`src/rtl/way_array_pkg.sv`:
```
// Shared types for the multi-way storage array and its flush sweep controller.
package way_array_pkg;

   typedef enum logic {
      IDLE  = 1'b0,
      SWEEP = 1'b1
   } sweep_state_t;

endpackage

```
`src/rtl/way_bank.sv`:
```
// One way of the storage array: data and valid bits per set, one write port,
// one read port with optional same-cycle write forwarding, plus a valid-clear port.
module way_bank #(
   parameter int s_index = 3,
   parameter int width   = 24,
   parameter int bypass  = 1
) (
   input  logic               clk,
   input  logic               rst,
   input  logic               we_i,
   input  logic [s_index-1:0] windex_i,
   input  logic [width-1:0]   datain_i,
   input  logic               clr_i,
   input  logic [s_index-1:0] clrindex_i,
   input  logic [s_index-1:0] rindex_i,
   output logic [width-1:0]   rdata_o,
   output logic               rvalid_o
);

   localparam int num_sets = 2 ** s_index;

   logic [width-1:0]    data_q [num_sets];
   logic [num_sets-1:0] valid_q;
   logic                hit;

   // Write and clear are never requested together: writes are blocked while sweeping.
   always_ff @(posedge clk or posedge rst) begin
      if (rst) begin
         for (int i = 0; i < num_sets; i++) begin
            data_q[i] <= '0;
         end
         valid_q <= '0;
      end else begin
         if (we_i) begin
            data_q[windex_i]  <= datain_i;
            valid_q[windex_i] <= 1'b1;
         end else if (clr_i) begin
            valid_q[clrindex_i] <= 1'b0;
         end
      end
   end

   assign hit      = (bypass != 0) && we_i && (rindex_i == windex_i);
   assign rdata_o  = hit ? datain_i : data_q[rindex_i];
   assign rvalid_o = hit ? 1'b1 : valid_q[rindex_i];

endmodule

```
`src/rtl/way_data_array.sv`:
```
// Multi-way cache storage array with per-way writes, per-entry valid bits,
// optional registered read port and a sequential valid-flush sweep.
module way_data_array
   import way_array_pkg::*;
#(
   parameter int s_index = 3,
   parameter int width   = 24,
   parameter int ways    = 2,
   parameter int bypass  = 1,
   parameter int rd_reg  = 0
) (
   input  logic                   clk,
   input  logic                   rst,
   input  logic                   read,
   input  logic [ways-1:0]        load,
   input  logic [s_index-1:0]     rindex,
   input  logic [s_index-1:0]     windex,
   input  logic [width-1:0]       datain,
   input  logic                   flush,
   output logic [ways*width-1:0]  dataout,
   output logic [ways-1:0]        valid_out,
   output logic                   busy
);

   sweep_state_t         state_q;
   logic [s_index-1:0]   ctr_q;
   logic                 busy_q;
   logic [ways*width-1:0] combData;
   logic [ways-1:0]      bankValid;
   logic [ways-1:0]      combValid;

   // Flush sweep: one set per cycle, wrapping the counter back to zero on exit.
   always_ff @(posedge clk or posedge rst) begin
      if (rst) begin
         state_q <= IDLE;
         ctr_q   <= '0;
         busy_q  <= 1'b0;
      end else begin
         case (state_q)
            IDLE: begin
               if (flush) begin
                  state_q <= SWEEP;
                  ctr_q   <= '0;
                  busy_q  <= 1'b1;
               end
            end
            SWEEP: begin
               ctr_q <= ctr_q + 1'b1;
               if (ctr_q == '1) begin
                  state_q <= IDLE;
                  busy_q  <= 1'b0;
               end
            end
            default: begin
               state_q <= IDLE;
               busy_q  <= 1'b0;
            end
         endcase
      end
   end

   for (genvar w = 0; w < ways; w++) begin : g_way
      way_bank #(
         .s_index (s_index),
         .width   (width),
         .bypass  (bypass)
      ) u_bank (
         .clk        (clk),
         .rst        (rst),
         .we_i       (load[w] & ~busy_q),
         .windex_i   (windex),
         .datain_i   (datain),
         .clr_i      (busy_q),
         .clrindex_i (ctr_q),
         .rindex_i   (rindex),
         .rdata_o    (combData[w*width +: width]),
         .rvalid_o   (bankValid[w])
      );
   end

   assign combValid = bankValid & ~{ways{busy_q}};
   assign busy      = busy_q;

   if (rd_reg != 0) begin : g_rd_reg
      logic [ways*width-1:0] dataout_q;
      logic [ways-1:0]       validout_q;

      always_ff @(posedge clk or posedge rst) begin
         if (rst) begin
            dataout_q  <= '0;
            validout_q <= '0;
         end else if (read) begin
            dataout_q  <= combData;
            validout_q <= combValid;
         end
      end

      // A value captured before a sweep must not report valid while the sweep runs.
      assign dataout   = dataout_q;
      assign valid_out = validout_q & ~{ways{busy_q}};
   end else begin : g_rd_comb
      logic unusedRead;
      assign unusedRead = read;
      assign dataout    = combData;
      assign valid_out  = combValid;
   end

endmodule

```
`config.mk`:
```
export PLATFORM = sky130hd
export DESIGN_NAME = way_data_array
export DESIGN_NICKNAME = d
export VERILOG_FILES = /design/src/rtl/way_array_pkg.sv /design/src/rtl/way_bank.sv /design/src/rtl/way_data_array.sv
export SDC_FILE = /design/constraint.sdc
export NUM_CORES = 1
export LEC_CHECK = 0
export CAP_MARGIN = 20
export CORE_ASPECT_RATIO = 0.75
export CORE_MARGIN = 10
export CORE_UTILIZATION = 45
export DETAILED_ROUTE_END_ITERATION = 16
export PLACE_DENSITY = 0.61
export SYNTH_ARGS = -nofsm -noshare
export SYNTH_HDL_FRONTEND = slang
export SYNTH_SLANG_ARGS = --single-unit
```
`constraint.sdc`:
```
create_clock -name clk -period 37.6 [get_ports clk]
set_clock_uncertainty 0.1 [all_clocks]
set_input_delay 3.76 -clock clk [delete_from_list [all_inputs] [get_ports clk]]
set_output_delay 3.76 -clock clk [all_outputs]
set_load 0.01 [all_outputs]
```
==> insert_results.sql <==
INSERT INTO impl_metrics (metric_group, metric, value, unit) VALUES
('run_status', 'run_status', 'completed', ''),
('logic_synthesis', 'distinct_cell_type_count_after_synthesis', '30', ''),
('clocking', 'holdBufCountCts', '0', ''),
('die', 'floorplan.die.width', '256', 'um'),
('die', 'io_pins', '87', ''),
('detailed_routing', 'detail_route.wirelength', '43500', 'um'),
('logic_synthesis', 'synth_adder_area_share', '0.133', '%'),
('power', 'switching_share', '26.4', '%'),
('global_routing', 'global_route.overflow_total', '0', ''),
('power', 'power_density', '77.8', 'nW/um^2'),
('finish', 'antenna_cells', '0', ''),
('placement', 'place_hpwl', '24200', 'um'),
('placement', 'finalWeightedCongestion', '0.762', ''),
('logic_synthesis', 'combinational_family_with_the_most_area_after_synthesis', 'multiplexers', ''),
('clocking', 'clock_tree.htree_level_count', '2', ''),
('worst_setup_path', 'critPathCaptureType', 'output port', ''),
('finish', 'area_delta_synth_final', '14.2', '%'),
('finish', 'num-nets-final', '1262', ''),
('clocking', 'cts_tree', 'done', ''),
('sta', 'finalHoldViolations', '0', ''),
('worst_setup_path', 'worst-r2r-cell-count', '4', ''),
('hold_path', 'timing.hold.worst.class', 'reg -> reg', ''),
('power', 'p_seq_share', '45.3', '%'),
('power', 'cellInternalPower', '0.00123', 'W'),
('hold_path', 'min_delay_path_depth', '1', ''),
('logic_synthesis', 'synth_compound_area_share', '0.944', '%'),
('logic_synthesis', 'synthesis.area_per_instance', '16.1', 'um^2'),
('logic_synthesis', 'synth-seq-cells', '405', ''),
('logic_synthesis', 'synthMuxAreaShare', '40.8', '%'),
('logic_synthesis', 'yosysWarnings', '0', ''),
('logic_synthesis', 'synth.yosys.seq_area_share', '53.9', '%'),
('die', 'row_count', '64', ''),
('clocking', 'cts-buffers-inserted', '41', ''),
('sta', 'setup_tns', '0', 'ps'),
('clocking', 'buffers_inserted_during_post_cts_setup_optimization', '0', ''),
('detailed_routing', 'ant_nets', '0', ''),
('detailed_routing', 'initialDrtViolationCount', '627', ''),
('clocking', 'cts_root_buf', 'clkbuf_16', ''),
('placement', 'portBuffers', '85', ''),
('power', 'static-leakage-power', '8.93', 'nW'),
('global_routing', 'number_of_global_route_vias_before_repair', '11124', ''),
('detailed_routing', 'firstDrtPassIters', '4', ''),
('clocking', 'clock_sink_count', '405', ''),
('clocking', 'max-clock-path-buffers', '3', ''),
('global_routing', 'grt.total_usage', '17.5', '%'),
('power', 'vdd_ir_drop_max', '0.0000352', 'V'),
('logic_synthesis', 'synth-simple-area-share', '1.36', '%'),
('worst_setup_path', 'timing.critical_path.arrival', '7020', 'ps'),
('finish', 'nFillCells', '3410', ''),
('logic_synthesis', 'mappedNetlistNets', '1203', ''),
('sta', 'final_worst_setup_slack', '26720', 'ps'),
('sta', 'final-setup-viol-count', '0', ''),
('sta', 'maxClockFrequency', '91.9', 'MHz'),
('worst_setup_path', 'crit_type', 'in -> out', ''),
('finish', 'layout_cells_sized_above_1', '54.7', '%'),
('die', 'die-height', '197', 'um'),
('clocking', 'clkSlewWorstSetupHoldPaths', '60', 'ps'),
('die', 'floorplan.die_area', '50500', 'um^2'),
('worst_setup_path', 'required', '33740', 'ps'),
('sta', 'timing.hold.ws', '382', 'ps'),
('sta', 'pins_over_their_slew_limit', '0', ''),
('logic_synthesis', 'netlist_instances', '1165', ''),
('sta', 'slew_headroom', '24.1', '%'),
('detailed_routing', 'drt-wirelength-per-cell', '24.0', 'um'),
('die', 'core_region_area', '41100', 'um^2'),
('global_routing', 'pin_count_of_the_biggest_net_entering_global_routing', '158', ''),
('sta', 'worstMarginPinSlew', '1140', 'ps'),
('power', 'switchingPower', '0.000442', 'W'),
('placement', 'place_worst_setup_slack', '26690', 'ps'),
('logic_synthesis', 'synth_area', '18800', 'um^2'),
('clocking', 'cts-resized-gates', '0', '');
## layout make-up
cell class	count	area, um^2	share of cell area (%)
clock buffer	59	1190	5.56
multi-input combinational	662	8230	38.3
clock inverter	11	105	0.489
timing repair buffer	110	1090	5.07
inverter	4	22.5	0.105
tap	561	702	3.27
sequential	405	10100	47.2
## path summary, 6_finish.rpt
path | endpoint | slack [ps]
min | g_way[0].u_bank.valid_q[6] | 380
min reg2reg | g_way[0].u_bank.valid_q[6] | 380
max in group asynchronous | g_way[0].u_bank.data_q[127] | 31600
max reg2reg | g_way[0].u_bank.data_q[127] | 34870
min in group asynchronous | g_way[1].u_bank.data_q[63] | 3680
max | dataout[33] | 26720
## cells in the final DEF, fill, tap and decap left out
cell             Yosys  layout
nand4_2              2       2
nor2b_1              8       7
mux4_1               2       2
buf_6                9       1
inv_1                4       3
a31oi_1              2       2
nor3b_2              2       2
o21ai_0              3       3
clkbuf_8             0      10
buf_2               47       1
o21a_1               8       8
nand4_1              1       1
bufinv_16            0       2
nor2_4               0       6
buf_16               0       1
xnor2_1              2       2
mux2_2             480     480
clkinv_2             0       9
nand3b_1             2       2
and3_2               0       1
nand3_1              5       3
nand3_2              0       2
a21oi_1             15      15
mux2i_1              2       2
clkbuf_1            34       8
buf_4                2      22
clkdlybuf4s50_1      0      82
mux4_2              98      98
xnor2_2              1       1
clkbuf_16            0      41
ha_1                 2       2
nand2b_1             2       2
buf_12               0       3
dfrtp_1            405     405
inv_8                0       1
nor2_1               6       3
nand2_1             13      13
a21boi_0             2       2
nor2b_4              0       1
## synth_stat cells, drive strengths merged
| master | count | area share (%) |
|---|---|---|
| nor3b | 2 | 0.13 |
| o21ai | 3 | 0.080 |
| inv | 4 | 0.080 |
| o21a | 8 | 0.32 |
| a21boi | 2 | 0.080 |
| and3 | 1 | 0.033 |
| nor2b | 8 | 0.27 |
| xnor2 | 3 | 0.18 |
| nor2 | 9 | 0.22 |
| a31oi | 2 | 0.066 |
| nand2 | 13 | 0.26 |
| dfrtp | 405 | 54 |
| buf | 60 | 1.9 |
| a21oi | 15 | 0.40 |
| clkbuf | 34 | 0.68 |
| nand3b | 2 | 0.080 |
| ha | 2 | 0.13 |
| mux4 | 100 | 12 |
| nand4 | 3 | 0.17 |
| mux2 | 480 | 29 |
| mux2i | 2 | 0.11 |
| nand3 | 5 | 0.13 |
| nand2b | 2 | 0.066 |
## layer usage
| metal | up-vias | track usage [%] | routed length [um] |
|---|---|---|---|
| met4 | 0 | 3.26 | 560 |
| met1 | 5568 | 26.4 | 22300 |
| met3 | 47 | 2.99 | 1640 |
| met2 | 140 | 26.1 | 19100 |
| li1 | 4459 | - | - |
| met5 | - | 0 | 0 |
## power groups by stage
stage | combinational (W) | sequential [W] | clock, W
floorplan | 0.000389 | 0.000727 | 0
global placement | 0.000506 | 0.000754 | 0
detailed placement | 0.000518 | 0.000763 | 0
CTS | 0.000520 | 0.000756 | 0.000413
global route | 0.000560 | 0.000783 | 0.000431
finish | 0.000512 | 0.000756 | 0.000403
## cells by family after synthesis
logic type,count (synthesis)
muxes,582
DFF,405
buffers and inverters,98
and+or+nand+nor,45
AOI/OAI and AO/OA,30
xor gates and xnor gates,3
adders and majority gates,2
## sequential cells by signal (all words and copies together) (netlist names)
register and flops:
busy 1, ctr_q 3, g_way.u_bank.data_q 384, g_way.u_bank.valid_q 16, state_q 1
## critical path, stage by stage
cell and delay (ps):
buf_4 600, buf_4 870, mux4_1 640, mux2_2 270
mux2_2 290, clkdlybuf4s50_1 490
## through the flow
step	total power, W	util, %	instance area [um^2]	cells
2_1_floorplan	0.00112	-	18800	1165
3_3_place_gp	0.00126	49.0	20100	1739
3_5_place_dp	0.00128	49.1	20200	1741
4_1_cts	0.00169	52.2	21500	1811
5_1_grt	0.00177	52.3	21500	1812
6_report	0.00167	52.3	21500	1812
(Power assumes the default switching activity.)
